$ cat config.mk
export PLATFORM = sky130hd
export DESIGN_NAME = load_store_unit_flat
export DESIGN_NICKNAME = d
export VERILOG_FILES = /design/src/rtl/load_store_unit_if.sv /design/src/rtl/load_store_unit.sv /design/src/flat_wrapper.sv
export SDC_FILE = /design/constraint.sdc
export NUM_CORES = 1
export LEC_CHECK = 0
export CORE_MARGIN = 5
export CORE_UTILIZATION = 45
export DETAILED_ROUTE_END_ITERATION = 16
export GPL_TIMING_DRIVEN = 0
export HOLD_SLACK_MARGIN = 0.15
export PLACE_DENSITY = 0.79
export SYNTH_ARGS = -nofsm -noshare
export SYNTH_HDL_FRONTEND = slang
export SYNTH_SLANG_ARGS = --single-unit
$ cat constraint.sdc
create_clock -name clk -period 1.6 [get_ports clk]
set_clock_uncertainty 0.05 [all_clocks]
set_input_delay 0.32 -clock clk [delete_from_list [all_inputs] [get_ports clk]]
set_output_delay 0.32 -clock clk [all_outputs]
set_load 0.02 [all_outputs]
$ cat src/rtl/load_store_unit_if.sv
// load_store_unit_if: request/response and data-memory signals of the load/store unit
interface load_store_unit_if;
  logic req, we, size, busy, done, fault, mem_we;
  logic [31:0] addr, wdata, rdata, mem_a, mem_wd, mem_rd;
  modport master (output req, we, size, addr, wdata, mem_rd, input busy, done, rdata, fault, mem_a, mem_we, mem_wd);
  modport slave (input req, we, size, addr, wdata, mem_rd, output busy, done, rdata, fault, mem_a, mem_we, mem_wd);
endinterface

$ cat src/rtl/load_store_unit.sv
// load_store_unit: word/byte load-store sequencer with byte-store read-modify-write; `LSU_MISALIGN_FAULT_EN enables misaligned word faults
module load_store_unit #(
  parameter bit LOAD_BYTE_SEXT = 1'b0
) (
  input logic clk,
  input logic reset,
  load_store_unit_if.slave bus
);
  typedef enum logic [1:0] {IDLE, READ, WRITE, DONE} state_t;
  state_t state_q, first_d;
  logic [31:0] addr_q, wdata_q, buf_q, rdata_q;
  logic we_q, size_q, fault_q, accept, mis;
  logic [4:0] sh;
  logic [7:0] lane;
  assign accept = bus.req && (state_q == IDLE || state_q == DONE);
`ifdef LSU_MISALIGN_FAULT_EN
  assign mis = !bus.size && bus.addr[1:0] != 2'b00;
`else
  assign mis = 1'b0;
`endif
  assign first_d = mis ? DONE : (bus.we && !bus.size) ? WRITE : READ;
  assign sh = {addr_q[1:0], 3'b000};
  assign lane = 8'(bus.mem_rd >> sh);
  assign bus.busy = state_q == READ || state_q == WRITE;
  assign bus.done = state_q == DONE;
  assign bus.rdata = rdata_q;
  assign bus.fault = fault_q;
  assign bus.mem_a = {addr_q[31:2], 2'b00};
  assign bus.mem_we = state_q == WRITE && !reset;
  assign bus.mem_wd = state_q != WRITE ? '0 : !size_q ? wdata_q : (buf_q & ~(32'hFF << sh)) | ({24'b0, wdata_q[7:0]} << sh);
  // request capture, read buffering, load result and sequencing
  always_ff @(posedge clk) begin
    if (reset) begin
      state_q <= IDLE;
      addr_q <= '0;
      wdata_q <= '0;
      buf_q <= '0;
      rdata_q <= '0;
      we_q <= 1'b0;
      size_q <= 1'b0;
      fault_q <= 1'b0;
    end else begin
      if (accept) begin
        addr_q <= bus.addr;
        wdata_q <= bus.wdata;
        we_q <= bus.we;
        size_q <= bus.size;
      end
      fault_q <= accept && mis;
      if (state_q == READ) begin
        buf_q <= bus.mem_rd;
        if (!we_q) rdata_q <= size_q ? {{24{LOAD_BYTE_SEXT & lane[7]}}, lane} : bus.mem_rd;
      end
      state_q <= accept ? first_d :
                 state_q == READ ? (we_q ? WRITE : DONE) :
                 state_q == WRITE ? DONE :
                 state_q == DONE ? IDLE : state_q;
    end
  end
endmodule

$ cat src/flat_wrapper.sv
// flat-port wrapper written by rule: the top's interface ports become plain ports
module load_store_unit_flat 
#(
  parameter bit LOAD_BYTE_SEXT = 1'b0
)
  (clk, reset, bus_req, bus_we, bus_size, bus_addr, bus_wdata, bus_mem_rd, bus_busy, bus_done, bus_rdata, bus_fault, bus_mem_a, bus_mem_we, bus_mem_wd);
  load_store_unit_if bus_i ();
  input logic clk;
  input logic reset;
  input wire logic [$bits(bus_i.req)-1:0] bus_req;
  input wire logic [$bits(bus_i.we)-1:0] bus_we;
  input wire logic [$bits(bus_i.size)-1:0] bus_size;
  input wire logic [$bits(bus_i.addr)-1:0] bus_addr;
  input wire logic [$bits(bus_i.wdata)-1:0] bus_wdata;
  input wire logic [$bits(bus_i.mem_rd)-1:0] bus_mem_rd;
  output wire logic [$bits(bus_i.busy)-1:0] bus_busy;
  output wire logic [$bits(bus_i.done)-1:0] bus_done;
  output wire logic [$bits(bus_i.rdata)-1:0] bus_rdata;
  output wire logic [$bits(bus_i.fault)-1:0] bus_fault;
  output wire logic [$bits(bus_i.mem_a)-1:0] bus_mem_a;
  output wire logic [$bits(bus_i.mem_we)-1:0] bus_mem_we;
  output wire logic [$bits(bus_i.mem_wd)-1:0] bus_mem_wd;
  assign bus_i.req = bus_req;
  assign bus_i.we = bus_we;
  assign bus_i.size = bus_size;
  assign bus_i.addr = bus_addr;
  assign bus_i.wdata = bus_wdata;
  assign bus_i.mem_rd = bus_mem_rd;
  assign bus_busy = bus_i.busy;
  assign bus_done = bus_i.done;
  assign bus_rdata = bus_i.rdata;
  assign bus_fault = bus_i.fault;
  assign bus_mem_a = bus_i.mem_a;
  assign bus_mem_we = bus_i.mem_we;
  assign bus_mem_wd = bus_i.mem_wd;
  load_store_unit #(.LOAD_BYTE_SEXT(LOAD_BYTE_SEXT)) u_core (.clk(clk), .reset(reset), .bus(bus_i));
endmodule
==> summary.md <==
| Metric | Value |
|---|---|
| Ys async rst share | `0` |
| Clock Path Buffers | `2` |
| Number of flops mapped to enable cells by yosys | `0` |
| Main combinational cell family by area after synthesis | `simple AND/OR/NAND/NOR gates` |
| Mux contribution to synthesized area | `0.0950` |
| Power density cells | `1680 nW/um2` |
| Max-Cap Viols | `0` |
| Mapped Cells | `741` |
| Status | `finished, violations left` |
| Area Growth Syn to Fin | `65.9%` |
| Vias after detailed routing | `6326` |
| PnR Total Power | `16.5 mW` |
| Slew HR | `0.534` |
| RSZ-0062 raised after global routing | `yes` |
| Die Area | `15500 um2` |
| Layout cell share with drive strength beyond 1 | `0.272` |
| DP Cell Count | `1111` |
| Drt drc | `0` |
| TritonCTS clock tree | `yes` |
| Adder-Cell Fraction of Synth Area | `0.00635` |
| Grt peak-use layer | `met2` |
| WS Path Type | `reg2out` |
| Slew Limit Fails | `0` |
| Mapped Area | `5910 um2` |
| R2r setup slk | `-100 ps` |
| Post-synth top area share | `0.447` |
| Initial antenna violation count | `0` |
| Utilization after layout | `0.768` |
| Top cells by count, synth | `nand2_1, dfxtp_1, a21oi_1` |
| Compound-Gate Fraction of Synth Area | `0.162` |
| GRT Total Usage | `0.271` |
| Mean Syn Cell Area | `7.98 um2` |
| Xor/xnor cell area share of the yosys netlist | `0` |
| DP HPWL | `14.6 mm` |
| Number of synthesized register bits | `132` |
| Clk slew on worst S/H paths | `60 ps` |
| Worst-skew pair later-pin latency | `430 ps` |
| Most frequent cell after synthesis | `nand2_1` |
| Worst slew pin tran | `699 ps` |
| Core area | `12800 um2` |
| Tcrit/Tclk final | `1.36` |
| Hold WC Path Type | `in2reg` |
| Netlist cell types | `29` |
| Post-route minimum period | `2170 ps` |
| Grt total ovfl | `0` |
| Post-layout instance area | `9810 um2` |
| Number of detailed-route iterations in the first pass | `6` |
| Hold_buf cts | `0` |
| Worst Setup Start Kind | `flip-flop` |
| CP arrival | `1800 ps` |
| Simple-gate share of the synthesized area | `0.193` |
| Max frequency | `0.460 GHz` |
| Largest net degree at the start of global routing | `17` |
| Routability Congestion | `0.851` |
| Setup violators final | `39` |
| Dominant synthesized flop cell | `dfxtp_1` |
| Vias in the first global route | `6367` |
| H-tree Lvls | `4` |
| Initial DRC count | `512` |
| Met3 Track Usage GR | `0.114` |
| Seq/Total Area, Yosys | `0.447` |
| DRT Wirelength | `22.1 mm` |
| Worst vdd ir | `1420 uV` |
| WHS | `311 ps` |
| Grt met1 use | `0.296` |
| First-pass GRT wire length | `33.3 mm` |
| Area contributors post-synth | `dfxtp_1, nand2_1, a21oi_1` |
| Final worst setup slack | `-574 ps` |
| CTS root buf | `clkbuf_16` |
| Post-route insts no fill | `1178` |
| CTS buffer count | `17` |
| Row cnt | `41` |
| Clk sink count | `132` |
| Area post-placement | `8350 um2` |
| DIE HEIGHT | `125 um` |
| Yosys Warn Count | `0` |
| Failing checks | `negative setup slack` |
| Initial Util | `0.463` |
| NumNets Final | `1097` |
| Lkg Pwr | `3.92 nW` |
| Final Hold Violating Endpoints | `0` |
| Critical path fanouts, max | `8` |
| Antenna Cells | `0` |
| Fillers | `872` |
| IO buf count | `196` |
| Antenna-violating nets left | `0` |
| Synth area leader | `dfxtp_1` |
| Required @ worst endpoint | `1230 ps` |
| Routed len/inst | `18.7 um` |
| GRT met2 Usage | `0.457` |
| Die X-Extent | `125 um` |
| Vias per cell | `5.37` |
| CP Capture Type | `output pin` |
| Boundary pin count | `201` |
==> critical path, cell delays in order, from the launching register on <==
cell	delay, ps
dfxtp_2	320
buf_6	140
nand2b_4	150
buf_12	160
mux2i_1	140
a211oi_2	280
buf_4	190
==> metal layers <==
layer	wire length, um	up-vias	share of wire
met5	0	-	0
met4	910	0	0.041
met3	2410	84	0.11
met2	10600	355	0.48
met1	8170	2935	0.37
li1	-	2952	-
==> state kept, by name, summed over array words and instances, names as in the netlist <==
name,count
u_core.bus.rdata,32
u_core.we_q,1
u_core.addr_q,32
u_core.buf_q,32
u_core.wdata_q,32
u_core.state_q,2
u_core.size_q,1
==> cell usage in the layout, fill, tap and decap left out, drive strengths merged, types with 3 or more instances in the layout <==
cell / count
nand2b: 3
a211o: 7
buf: 134
clkinvlp: 3
nor2: 65
conb: 3
a311oi: 10
inv: 6
dlygate4sd2: 45
nand2: 185
clkdlybuf4s15: 16
a211oi: 24
nand3: 33
bufinv: 4
a21oi: 112
ha: 3
clkdlybuf4s50: 99
mux2i: 55
clkbuf: 51
dfxtp: 132
clkinv: 5
==> kinds of logic (layout without fill, tap and decap cells) <==
| kind of cell | count (synthesis) | in the layout |
|---|---|---|
| and+or+nand+nor | 289 | 289 |
| AOI/OAI and AO/OA | 160 | 160 |
| DFF | 132 | 132 |
| buffers and inverters | 100 | 363 |
| muxes | 56 | 56 |
| adders and majority gates | 3 | 3 |
| other | 1 | 3 |
==> repair_timing <==
| action | CTS | global route |
|---|---|---|
| pin swaps | 18 | 28 |
| resized for setup | 351 | 83 |
| gates cloned | 4 | 3 |
| setup endpoints to repair | 190 | 164 |
| setup buffers | 21 | 8 |
==> worst paths after layout <==
check | from | to | cells past startpoint
worst min register to register | u_core.bus.rdata[17]$_SDFFE_PP0P_ | u_core.bus.rdata[17]$_SDFFE_PP0P_ | 2
worst min-delay path | reset | u_core.bus.rdata[2]$_SDFFE_PP0P_ | 2
worst max register to register | u_core.state_q[0]$_SDFFE_PP0P_ | u_core.state_q[0]$_SDFFE_PP0P_ | 6
worst max-delay path | u_core.addr_q[1]$_SDFFE_PP0P_ | bus_mem_wd[11] | 6
==> power breakdown <==
group	switching, mW	leakage [nW]	total [mW]	internal (mW)
Sequential	0.588	1.08	4.66	4.07
Combinational	4.13	2.54	7.64	3.51
Clock	1.48	0.302	4.17	2.69
Total	6.20	3.92	16.5	10.3
==> through the flow <==
step / setup WS [ps] / TNS [ps]
6_report: -574 / -16450
3_5_place_dp: -877 / -46010
4_1_cts: -569 / -15470
3_3_place_gp: -867 / -42640
5_1_grt: -623 / -19130
2_1_floorplan: -80.6 / -786
==> layout make-up <==
class,instances,area [um2],share of cell area
Inverter,6,35.0,0.00357
Multi-Input combinational cell,511,3270,0.333
Tap cell,172,215,0.0219
Timing Repair Buffer,232,2200,0.225
Buffer,93,801,0.0816
Sequential cell,132,2650,0.270
Clock inverter,12,179,0.0182
Clock buffer,20,457,0.0465
No activity file was read; power rests on OpenSTA's default activity.
